**src/rtl/alu_issue_stage.sv**
```systemverilog
// Issue stage feeding a combinational ALU: owns the register file, registers operands, writes back and presents results.
// Optional ALU_TRAP_ILLEGAL_EN: op codes 100/110/111 are flagged on out_illegal, zeroed and not written back.
module alu_issue_stage #(
    parameter int WIDTH = 16,
    parameter int NREGS = 8,
    parameter int AW    = 3
) (
    input  logic             clk,
    input  logic             rst_n,
    input  logic             in_valid,
    output logic             in_ready,
    input  logic [2:0]       in_op,
    input  logic [AW-1:0]    in_rd,
    input  logic [AW-1:0]    in_rs1,
    input  logic [AW-1:0]    in_rs2,
    input  logic [WIDTH-1:0] in_imm,
    input  logic             in_use_imm,
    output logic [WIDTH-1:0] SrcA,
    output logic [WIDTH-1:0] SrcB,
    output logic [2:0]       ALUControl,
    input  logic [WIDTH-1:0] ALUResult,
    input  logic             Zero,
    output logic             out_valid,
    input  logic             out_ready,
    output logic [AW-1:0]    out_rd,
    output logic [WIDTH-1:0] out_result,
    output logic             out_zero,
`ifdef ALU_TRAP_ILLEGAL_EN
    output logic             out_illegal,
`endif
    input  logic [AW-1:0]    dbg_addr,
    output logic [WIDTH-1:0] dbg_data
);

    typedef enum logic [1:0] {IDLE, EXEC, WB} state_t;

    state_t           state_q, state_d;
    logic [WIDTH-1:0] srca_q, srca_d;
    logic [WIDTH-1:0] srcb_q, srcb_d;
    logic [2:0]       op_q, op_d;
    logic [AW-1:0]    rd_q, rd_d;
    logic             trap_q, trap_d;
    logic [WIDTH-1:0] out_result_q, out_result_d;
    logic [AW-1:0]    out_rd_q, out_rd_d;
    logic             out_zero_q, out_zero_d;
    logic             out_valid_q, out_valid_d;
`ifdef ALU_TRAP_ILLEGAL_EN
    logic             out_illegal_q, out_illegal_d;
`endif
    logic [WIDTH-1:0] regs_q [NREGS];
    logic             latch_op;
    logic             wr_en;
    logic             op_is_trap;

`ifdef ALU_TRAP_ILLEGAL_EN
    assign op_is_trap = (in_op == 3'b100) || (in_op == 3'b110) || (in_op == 3'b111);
`else
    assign op_is_trap = 1'b0;
`endif

    // A pending result blocks new ops until downstream takes it.
    assign in_ready = (state_q == IDLE) || ((state_q == WB) && out_ready);

    always_comb begin
        state_d      = state_q;
        srca_d       = srca_q;
        srcb_d       = srcb_q;
        op_d         = op_q;
        rd_d         = rd_q;
        trap_d       = trap_q;
        out_result_d = out_result_q;
        out_rd_d     = out_rd_q;
        out_zero_d   = out_zero_q;
        out_valid_d  = out_valid_q;
`ifdef ALU_TRAP_ILLEGAL_EN
        out_illegal_d = out_illegal_q;
`endif
        latch_op = 1'b0;
        wr_en    = 1'b0;

        case (state_q)
            IDLE: begin
                if (in_valid) begin
                    latch_op = 1'b1;
                    state_d  = EXEC;
                end
            end
            EXEC: begin
                state_d      = WB;
                out_valid_d  = 1'b1;
                out_rd_d     = rd_q;
                out_result_d = trap_q ? '0 : ALUResult;
                out_zero_d   = trap_q ? 1'b0 : Zero;
`ifdef ALU_TRAP_ILLEGAL_EN
                out_illegal_d = trap_q;
`endif
                wr_en        = !trap_q && (rd_q != '0);
            end
            WB: begin
                if (out_ready) begin
                    out_valid_d = 1'b0;
                    if (in_valid) begin
                        latch_op = 1'b1;
                        state_d  = EXEC;
                    end else begin
                        state_d = IDLE;
                    end
                end
            end
            default: state_d = IDLE;
        endcase

        // x0 is never written, so indexing it yields zero without a special case.
        if (latch_op) begin
            srca_d = regs_q[in_rs1];
            srcb_d = in_use_imm ? in_imm : regs_q[in_rs2];
            op_d   = in_op;
            rd_d   = in_rd;
            trap_d = op_is_trap;
        end
    end

    always_ff @(posedge clk) begin
        if (!rst_n) begin
            state_q      <= IDLE;
            srca_q       <= '0;
            srcb_q       <= '0;
            op_q         <= '0;
            rd_q         <= '0;
            trap_q       <= 1'b0;
            out_result_q <= '0;
            out_rd_q     <= '0;
            out_zero_q   <= 1'b0;
            out_valid_q  <= 1'b0;
`ifdef ALU_TRAP_ILLEGAL_EN
            out_illegal_q <= 1'b0;
`endif
            for (int i = 0; i < NREGS; i++) begin
                regs_q[i] <= '0;
            end
        end else begin
            state_q      <= state_d;
            srca_q       <= srca_d;
            srcb_q       <= srcb_d;
            op_q         <= op_d;
            rd_q         <= rd_d;
            trap_q       <= trap_d;
            out_result_q <= out_result_d;
            out_rd_q     <= out_rd_d;
            out_zero_q   <= out_zero_d;
            out_valid_q  <= out_valid_d;
`ifdef ALU_TRAP_ILLEGAL_EN
            out_illegal_q <= out_illegal_d;
`endif
            if (wr_en) begin
                regs_q[rd_q] <= ALUResult;
            end
        end
    end

    assign SrcA       = srca_q;
    assign SrcB       = srcb_q;
    assign ALUControl = op_q;
    assign out_valid  = out_valid_q;
    assign out_rd     = out_rd_q;
    assign out_result = out_result_q;
    assign out_zero   = out_zero_q;
`ifdef ALU_TRAP_ILLEGAL_EN
    assign out_illegal = out_illegal_q;
`endif
    assign dbg_data   = regs_q[dbg_addr];

endmodule

```
**config.mk**
```make
export PLATFORM = sky130hd
export DESIGN_NAME = alu_issue_stage
export DESIGN_NICKNAME = d
export VERILOG_FILES = /design/src/rtl/alu_issue_stage.sv
export SDC_FILE = /design/constraint.sdc
export NUM_CORES = 1
export LEC_CHECK = 0
export ABC_AREA = 1
export CAP_MARGIN = 10
export CORE_MARGIN = 2
export CORE_UTILIZATION = 35
export CTS_CLUSTER_SIZE = 10
export DETAILED_ROUTE_END_ITERATION = 16
export PLACE_DENSITY = 0.56
export SLEW_MARGIN = 40
export SYNTH_ARGS = -nofsm -noshare
export SYNTH_HDL_FRONTEND = slang
export SYNTH_SLANG_ARGS = --single-unit
```
**constraint.sdc**
```tcl
create_clock -name clk -period 3.2 [get_ports clk]
set_input_delay 0.64 -clock clk [delete_from_list [all_inputs] [get_ports clk]]
set_output_delay 0.64 -clock clk [all_outputs]
set_load 0.02 [all_outputs]
```
==> out/qor_table.md <==
| Item | Value | Unit |
|:---|:---|:---|
| Standard-cell row count | 61 | - |
| Count of state elements after synthesis | 189 | - |
| Number of clock sinks | 189 | - |
| Cell type with the highest aggregate area in the netlist | sky130_fd_sc_hd__edfxtp_1 | - |
| Clock tree from TritonCTS | yes | - |
| Total global routing overflow | 0 | - |
| Commonest cells in the synthesized netlist | sky130_fd_sc_hd__o21ai_0, sky130_fd_sc_hd__nand2_1, sky130_fd_sc_hd__a21oi_1, sky130_fd_sc_hd__nor2_1, sky130_fd_sc_hd__edfxtp_1 | - |
| Signal arrival time at the worst endpoint | 2.39 | ns |
| Filler Cells Inserted | 2,736 | - |
| Final weighted congestion in routability-driven placement | 0.917 | - |
| Vias after detailed routing | 9,181 | - |
| Die Footprint | 0.0298 | sq mm |
| CP Cell Sequence | clkdlybuf4s50_1 -> buf_12 -> buf_12 -> buf_4 -> a21oi_1 -> o21ai_0 -> o21ai_0 -> nand2_1 -> nand2_1 -> dlygate4sd2_1 | - |
| Internal power of the cells | 0.00429 | W |
| Placed Cells | 1,725 | - |
| Sum of negative setup slack | 0 | ns |
| Growth of design area from synthesis to finish | 23.3 | % |
| Detailed-router iteration count before antenna repair | 5 | - |
| Warning count from the yosys run | 0 | - |
| Die W | 173 | um |
| Worst-case headroom to the max-slew limit | 48.7 | % |
| Number of max-slew violations in the final report | 0 | - |
| Most frequent cell after synthesis | sky130_fd_sc_hd__o21ai_0 | - |
| Antenna violations before repair | 0 | - |
| Share of power burned in the clock network | 36.5 | % |
| Layout Nets | 1,420 | - |
| Count of H-tree levels built during CTS | 4 | - |
| Setup repair after global routing missed its margin | false | - |
| Synth top area cells | sky130_fd_sc_hd__edfxtp_1, sky130_fd_sc_hd__dfxtp_1, sky130_fd_sc_hd__o21ai_0, sky130_fd_sc_hd__a21oi_1, sky130_fd_sc_hd__nand2_1 | - |
| Synth unique cells | 22 | - |
| HPWL after detailed placement | 23.9 | mm |
| Fraction of final layout cells with drive strength greater than 1 | 6.59 | % |
| Final period demand of the worst path | 3.03 | ns |
| Least-Margin Pin Slew | 0.769 | ns |
| HP Class | register to register | - |
| Final setup violation count | 0 | - |
| Final hold violation count | 0 | - |
| Switching share of power | 28.9 | % |
| Antenna Nets Post-Route | 0 | - |
| Worst ir drop on vdd | 0.313 | mV |
| Fraction of synthesis flops using an asynchronous set or reset pin | 0 | % |
| Starting Density | 35.7 | % |
| Register clock-pin slew on the reported worst setup and hold paths | 0.08 | ns |
| Aggregate routed wire length | 33.0 | mm |
| Largest fanout of any net on the critical path | 28 | - |
| Clock Tree Buf Depth | 2 | - |
| Part of the total power dissipated in combinational logic | 16.5 | % |
| Post-route clock period utilization | 94.6 | % |
| Met3 Use GR | 4.18 | % |
| Seq pwr share | 47.1 | % |
| Post-DR vias/cell | 5.22 | - |
| Number of buffer and inverter instances along the worst setup path | 5 | - |
| DRC violation count after routing | 0 | - |
| Worst Setup End Kind | output port | - |
| Main synth FF type | sky130_fd_sc_hd__edfxtp_1 | - |
| Final cell count without fillers | 1,758 | - |
| Share of the yosys chip area belonging to registers | 50.9 | % |
| Setup Crit Path Kind | input port to output port | - |
| Root buffer selected by CTS | sky130_fd_sc_hd__clkbuf_16 | - |
| Combined flip-flop and latch cell area | 0.00506 | sq mm |
| Kind of cell adding the most delay to the critical path | buffers and inverters | - |
| Area of the core region | 0.0279 | sq mm |
| Synthesized area divided by synthesized cell count | 7.86 | sq um |
| Vias in the first global route | 8,227 | - |
| Global-route usage over all layers | 21.8 | % |
| Critical Path Source Type | input port | - |
| Data required time of the critical path | 2.56 | ns |
| R2R Setup Slk | 0.93 | ns |
| Cell area after synthesis | 0.00996 | sq mm |
| Post-synth EDFFs | 128 | - |
| Post-Route Skew | 0.0146 | ns |
| Reported max-cap violation count | 0 | - |
| Final routed wire length divided by cell count | 18.8 | um |
| Port Buffer Count | 125 | - |
| Achievable frequency | 0.330 | GHz |
| Max stage delay on crit path | 0.49 | ns |
| Num CTS Buffers | 17 | - |
| Result of the run | complete, no violations | - |
| Pin count of the biggest net entering global routing | 85 | - |
| Multi-input gate area in the final layout | 0.00415 | sq mm |
| Cell at the slowest stage of the critical path | sky130_fd_sc_hd__clkdlybuf4s50_1 | - |
| Met2 GRT Util | 28.9 | % |
| Sw power | 0.00175 | W |
| Static leakage | 4.96 | nW |
| Global-route wire length before repair | 50.5 | mm |
| Met1 global-route usage | 35.6 | % |
| Clk_lat worst skew | 0.44 | ns |
| Most used routing layer in global routing | met1 | - |
| Ports placed on the boundary | 126 | - |
| Power density over the cells | 492 | mW/mm^2 |
| Instance count of the mapped netlist | 1,266 | - |
| Drt initial violations | 1,006 | - |
| Count of hold-fix buffers inserted at cts | 0 | - |
| Share of Yosys cell area claimed by the top area cell type | 38.6 | % |
| Die H | 173 | um |
| Count of antenna diodes in the layout | 0 | - |
-- per-layer routing --
metal | part of all wire, % | vias to the layer above | wire length (um)
li1 | - | 4502 | -
met1 | 51 | 4218 | 17000
met2 | 39 | 446 | 12700
met3 | 9.0 | 15 | 2980
met4 | 0.93 | 0 | 306
met5 | 0 | - | 0
-- cell type report --
class                           instances  share of cell area (%)
Clock buffer                           20                    3.56
Clock inverter                         12                    1.26
Inverter                              104                    3.18
Multi-Input combinational cell        891                    33.8
Sequential cell                       189                    41.3
Tap cell                              378                    3.85
Timing Repair Buffer                  164                    13.1
-- registers in the layout, indices dropped and copies added, names as in the netlist --
name,flops
regs_q,128
SrcA,16
SrcB,16
out_result,16
ALUControl,3
out_rd,3
rd_q,3
state_q,2
out_valid,1
out_zero,1
-- what timing repair did --
item,in CTS,in global routing
gates resized for setup,9,7
buffers inserted,0,0
endpoints found under the hold margin,0,0
setup endpoints to repair,9,7
pin swaps,0,0
-- power groups by stage --
stage                     Clock (W)  Combinational [W]  Sequential (W)
final                       0.00220           0.000995         0.00284
after global routing        0.00232            0.00109         0.00285
after CTS                   0.00223           0.000993         0.00284
after detailed placement          0           0.000998         0.00289
after global placement            0           0.000993         0.00289
after floorplan                   0           0.000508         0.00292
-- through the flow --
step / utilization [%] / setup WS (ns) / instance area (sq um) / hold slack, ns / power [W]
after detailed placement: 41.9 / -0.0887 / 11700 / 0.437 / 0.00389
final: 44.1 / 0.174 / 12300 / 0.454 / 0.00604
after floorplan: - / 0.803 / 10000 / 0.420 / 0.00342
after CTS: 43.9 / 0.00159 / 12200 / 0.461 / 0.00606
after global routing: 44.1 / 0.0286 / 12300 / 0.481 / 0.00626
after global placement: 41.9 / -0.0761 / 11700 / 0.436 / 0.00388
-- cells in the final DEF (no fill, tap or decap), types with 7 or more instances in the layout --
master                            instances
sky130_fd_sc_hd__inv_1                  102
sky130_fd_sc_hd__edfxtp_1               128
sky130_fd_sc_hd__buf_4                   34
sky130_fd_sc_hd__nand2_1                198
sky130_fd_sc_hd__nand2_2                  7
sky130_fd_sc_hd__a21oi_1                157
sky130_fd_sc_hd__clkbuf_16               17
sky130_fd_sc_hd__nor2_1                 149
sky130_fd_sc_hd__dfxtp_1                 61
sky130_fd_sc_hd__dlymetal6s2s_1           7
sky130_fd_sc_hd__o211ai_1                35
sky130_fd_sc_hd__dlygate4sd2_1            9
sky130_fd_sc_hd__o21ai_0                206
sky130_fd_sc_hd__clkdlybuf4s50_1        104
sky130_fd_sc_hd__a31oi_1                  8
sky130_fd_sc_hd__conb_1                  16
sky130_fd_sc_hd__nand3_1                104
-- cells by family (layout without fill, tap and decap cells) --
| logic type | count (synthesis) | after routing | synth area share, % |
|---|---|---|---|
| compound gates | 408 | 408 | 21.6 |
| other cells | 1 | 16 | 0.0377 |
| flops | 189 | 189 | 50.9 |
| simple gates | 467 | 467 | 19.6 |
| buf+inv | 201 | 300 | 7.97 |
-- final timing paths --
kind / start / end / depth (start not counted)
setup / recovery: dbg_addr[1] / dbg_data[10] / 10
hold / removal: state_q[0]$_SDFFE_PN0P_ / state_q[1]$_SDFFE_PN0P_ / 1
setup reg to reg: state_q[0]$_SDFFE_PN0P_ / regs_q[3][9]$_SDFFCE_PN0P_ / 6
hold reg to reg: state_q[0]$_SDFFE_PN0P_ / state_q[1]$_SDFFE_PN0P_ / 1
(Power assumes the default switching activity.)
